### config.mk
export PLATFORM = sky130hd
export DESIGN_NAME = rx_slip_ctrl
export DESIGN_NICKNAME = d
export VERILOG_FILES = /design/src/rtl/rx_slip_ctrl.sv
export SDC_FILE = /design/constraint.sdc
export NUM_CORES = 1
export LEC_CHECK = 0
export CORE_ASPECT_RATIO = 1.2
export CORE_MARGIN = 8
export CORE_UTILIZATION = 57
export DETAILED_ROUTE_END_ITERATION = 10
export PLACE_DENSITY = 0.89
export SYNTH_ARGS = -nofsm -noshare
export SYNTH_HDL_FRONTEND = slang
export SYNTH_SLANG_ARGS = --single-unit
### constraint.sdc
create_clock -name i_clk -period 4.5 [get_ports i_clk]
set_clock_uncertainty 0.1 [all_clocks]
set_input_delay 0.9 -clock i_clk [delete_from_list [all_inputs] [get_ports i_clk]]
set_output_delay 0.9 -clock i_clk [all_outputs]
set_load 0.02 [all_outputs]
### src/rtl/rx_slip_ctrl.sv
// rx_slip_ctrl
//   Turns one-cycle slip requests from the block-lock FSM into transceiver
//   RXSLIP pulses followed by a settle gap, and holds the lock FSM off while
//   the RX data is unstable. After MAX_SLIPS slips without lock, the next
//   request is escalated to a transceiver RX datapath reset instead.
//
// Ports:
//   i_clk               RX user clock
//   i_reset_n           asynchronous active-low reset
//   i_slip_req          slip request pulse from lock FSM
//   i_block_lock        block lock status
//   i_gt_rx_reset_done  transceiver RX reset complete (level)
//   o_gt_rxslip         RXSLIP to transceiver
//   o_gt_rx_reset       RX datapath reset request to transceiver
//   o_hold              lock FSM must not sample headers / must reset counters
//   o_busy              controller not idle
//   o_slip_count        slips since last lock or RX reset
//   o_lock_loss_count   saturating count of block_lock 1->0 edges
module rx_slip_ctrl #(
    parameter int SLIP_PULSE_CYCLES = 1,
    parameter int SLIP_WAIT_CYCLES  = 32,
    parameter int MAX_SLIPS         = 66,
    parameter int RX_RESET_CYCLES   = 16,
    parameter int CNT_W             = 8
) (
    input  logic             i_clk,
    input  logic             i_reset_n,
    input  logic             i_slip_req,
    input  logic             i_block_lock,
    input  logic             i_gt_rx_reset_done,
    output logic             o_gt_rxslip,
    output logic             o_gt_rx_reset,
    output logic             o_hold,
    output logic             o_busy,
    output logic [CNT_W-1:0] o_slip_count,
    output logic [CNT_W-1:0] o_lock_loss_count
);

    localparam int MAX_A   = (SLIP_PULSE_CYCLES > SLIP_WAIT_CYCLES) ? SLIP_PULSE_CYCLES : SLIP_WAIT_CYCLES;
    localparam int MAX_CYC = (MAX_A > RX_RESET_CYCLES) ? MAX_A : RX_RESET_CYCLES;
    localparam int TMR_W   = (MAX_CYC > 1) ? $clog2(MAX_CYC) : 1;

    typedef enum logic [2:0] {
        IDLE,
        SLIP_PULSE,
        SLIP_WAIT,
        RX_RESET,
        RESET_WAIT
    } state_t;

    state_t             state;
    logic [TMR_W-1:0]   tmr;
    logic               lock_q;
    logic [CNT_W-1:0]   slip_base;

    // A lock seen in the same IDLE cycle as a slip request clears the count
    // first, so the slip is counted from zero and never escalates.
    always_comb begin
        slip_base = i_block_lock ? '0 : o_slip_count;
    end

    always_ff @(posedge i_clk or negedge i_reset_n) begin
        if (!i_reset_n) begin
            state             <= IDLE;
            tmr               <= '0;
            lock_q            <= 1'b0;
            o_gt_rxslip       <= 1'b0;
            o_gt_rx_reset     <= 1'b0;
            o_hold            <= 1'b0;
            o_busy            <= 1'b0;
            o_slip_count      <= '0;
            o_lock_loss_count <= '0;
        end else begin
            lock_q <= i_block_lock;
            if (lock_q && !i_block_lock && (o_lock_loss_count != '1)) begin
                o_lock_loss_count <= o_lock_loss_count + 1'b1;
            end

            case (state)
                IDLE: begin
                    if (i_slip_req && (slip_base < CNT_W'(MAX_SLIPS))) begin
                        state        <= SLIP_PULSE;
                        tmr          <= TMR_W'(SLIP_PULSE_CYCLES - 1);
                        o_slip_count <= slip_base + 1'b1;
                        o_gt_rxslip  <= 1'b1;
                        o_hold       <= 1'b1;
                        o_busy       <= 1'b1;
                    end else if (i_slip_req) begin
                        state         <= RX_RESET;
                        tmr           <= TMR_W'(RX_RESET_CYCLES - 1);
                        o_gt_rx_reset <= 1'b1;
                        o_hold        <= 1'b1;
                        o_busy        <= 1'b1;
                    end else if (i_block_lock) begin
                        o_slip_count <= '0;
                    end
                end
                SLIP_PULSE: begin
                    if (tmr == '0) begin
                        state       <= SLIP_WAIT;
                        tmr         <= TMR_W'(SLIP_WAIT_CYCLES - 1);
                        o_gt_rxslip <= 1'b0;
                    end else begin
                        tmr <= tmr - 1'b1;
                    end
                end
                SLIP_WAIT: begin
                    if (tmr == '0) begin
                        state  <= IDLE;
                        o_hold <= 1'b0;
                        o_busy <= 1'b0;
                    end else begin
                        tmr <= tmr - 1'b1;
                    end
                end
                RX_RESET: begin
                    if (tmr == '0) begin
                        state         <= RESET_WAIT;
                        o_gt_rx_reset <= 1'b0;
                    end else begin
                        tmr <= tmr - 1'b1;
                    end
                end
                RESET_WAIT: begin
                    if (i_gt_rx_reset_done) begin
                        state        <= IDLE;
                        o_slip_count <= '0;
                        o_hold       <= 1'b0;
                        o_busy       <= 1'b0;
                    end
                end
                default: begin
                    state         <= IDLE;
                    o_gt_rxslip   <= 1'b0;
                    o_gt_rx_reset <= 1'b0;
                    o_hold        <= 1'b0;
                    o_busy        <= 1'b0;
                end
            endcase
        end
    end

endmodule
==> out/summary.txt <==
Initial antenna violation count: 0
Dpl cells: 226
Crit Path Class: input port to register
Via count: 1410
Fin. Hold Viols: 0
Initial core utilization: 0.592
Crit end category: register
Hold buffers post-CTS: 0
Asr flop ratio synth: 1.00
CTS Buf Count: 3
Number of flops mapped to enable cells by yosys: 0
Fin crit share: 0.568
Ant diodes: 0
Routed Antenna Nets: 0
TritonCTS clock tree: built
Most used DFF post-synth: dfrtp_1
Clock Latency Late Sink: 0.34 ns
Layout cell share with drive strength beyond 1: 0.122
Syn Area/Cell: 9.44 µm²
Fin crit period: 2.56 ns
Seq/Total Area, Yosys: 0.429
Routability cong.: 0.860
Syn Nets: 181
Vias per inst: 6.13
Largest net degree at the start of global routing: 27
Sw Pwr: 444 µW
Non-Filler Instances: 230
Clk pwr share: 0.152
Initial DRC count: 90
Yosys warns: 0
Worst-Margin Slew: 1.14 ns
Peak supply drop: 0.389 mV
CP Launch Type: input port
Pint: 644 µW
Root buf cell: clkbuf_4
DIE WIDTH: 64.9 µm
Utilization after layout: 0.702
Post-detailed-route wirelength per cell: 16.8 µm
Setup Viol. Count Final: 0
IO Count: 25
Syn Inst Count: 173
Max Cap Viol: 0
Logic gate share of total power: 0.445
RSZ-0062 raised after global routing: no
Commonest cells after routing, fill and taps aside: dfrtp_1, clkdlybuf4s50_1, nor2_1, a21oi_1, nand2_1
Ranking of synthesized cells by area: dfrtp_1, a21oi_1, nand2_1
Status: complete, no violations
Register bit total from synthesis: 28
Seq pwr share: 0.403
TNS Setup: 0 ns
Clock Path Buffers: 2
Cell leakage power: 0.793 nW
Clk pin slew, worst setup/hold paths: 0.15 ns
Net Sw Frac: 0.408
Total power: 1.09 mW
Leading area contributor after synthesis: dfrtp_1
HP Class: register to register
DRT Wirelength: 3860 µm
Max-slew violations: 0
Total core area: 2760 µm²
Post-cts sizing count: 0
Layout Nets: 205
Req. time, crit path: 4.64 ns
Postcts setup bufs: 0
Commonest non-fill, non-tap cell in the layout: dfrtp_1
Mapped cell area: 1630 µm²
Critical Path AT: 2.70 ns
CP max FO: 10
Drt first pass iters: 4
CTS Sinks: 28
Dpl hpwl: 2910 µm
Pwr dens: 562 nW/µm²
Htree depth: 1
Die area: 4840 µm²
Row cnt: 21
Max frequency: 391 MHz
GR Overflow Total: 0
Synth unique cells: 54
Synth-to-layout area growth: 18.7%
IO Port Bufs: 24
Global-route wire length before repair: 6530 µm
Die H: 74.6 µm
GRT Resource Usage Total: 0.168
Vias in the first global route: 1433
Post-synth top area share: 0.429
Rel. slew slack: 0.238
# DRC: 0
cells in the mapped netlist (2+ instances only):
master and count:
nand4_1 4, inv_1 11, o22ai_1 2, nor2b_1 3
a31oi_1 5, nor2_1 15, nand2_1 15, mux2_2 3
dfrtp_1 28, buf_4 2, nand3_1 8, or3_1 3
nor3_1 3, a21oi_1 15, ha_1 3, o21ai_0 9
xnor2_1 3, buf_2 3, nand2b_1 3
metal layers:
| layer | share of wire | track usage |
|---|---|---|
| met1 | 0.39 | 0.184 |
| met2 | 0.55 | 0.311 |
| met3 | 0.050 | 0.0313 |
| met4 | 0.0057 | 0.0704 |
| met5 | 0 | 0 |
power by group through the flow:
stage	Combinational, mW	Clock, mW	Sequential (mW)
final	0.484	0.166	0.438
after detailed placement	0.488	0	0.437
after global placement	0.471	0	0.432
after global routing	0.534	0.177	0.449
after CTS	0.489	0.172	0.434
after floorplan	0.309	0	0.450
state kept, by name, summed over array words and instances, names as in the netlist:
| register | cells |
|---|---|
| o_lock_loss_count | 8 |
| tmr | 5 |
| o_gt_rx_reset | 1 |
| state | 3 |
| lock_q | 1 |
| o_gt_rxslip | 1 |
| o_slip_count | 8 |
| o_busy | 1 |
final cells by class:
type / count / area (µm²)
multi-input cells: 127 / 846
repair buffers: 26 / 255
inverters: 11 / 41.3
clock inverters: 1 / 30.0
flip-flops and latches: 28 / 701
well taps: 34 / 42.5
clock buffers: 3 / 22.5
fillers: 216 / 821
critical path, stage by stage:
cell,delay [ns]
clkdlybuf4s50_1,0.72
inv_1,0.19
a221oi_4,0.44
nand3b_2,0.17
o31ai_1,0.27
cells by family after synthesis:
group | after synthesis | synth area share
and+or+nand+nor | 66 | 0.228
adders and majority gates | 3 | 0.0230
buffers and inverters | 18 | 0.0529
xor gates and xnor gates | 4 | 0.0215
muxes | 3 | 0.0207
AOI/OAI and AO/OA | 51 | 0.225
DFF | 28 | 0.429
through the flow:
step	setup slack [ns]	cell area (µm²)	hold slack [ns]
after floorplan	2.36	1630	0.404
after global placement	1.71	1890	0.392
after detailed placement	1.63	1890	0.406
after CTS	1.95	1940	0.431
after global routing	1.85	1940	0.454
final	1.94	1940	0.422
path summary, 6_finish.rpt:
kind,cells past startpoint,startpoint,slack (ns),to
min,1,o_lock_loss_count[4],0.42,o_lock_loss_count[4]
max reg2reg,5,state[1],2.46,tmr[0]
max,5,i_slip_req,1.94,o_slip_count[3]
max in group asynchronous,1,i_reset_n,2.57,tmr[3]
min reg2reg,1,o_lock_loss_count[4],0.42,o_lock_loss_count[4]
min in group asynchronous,1,i_reset_n,1.05,o_lock_loss_count[2]
(Power assumes the default switching activity.)
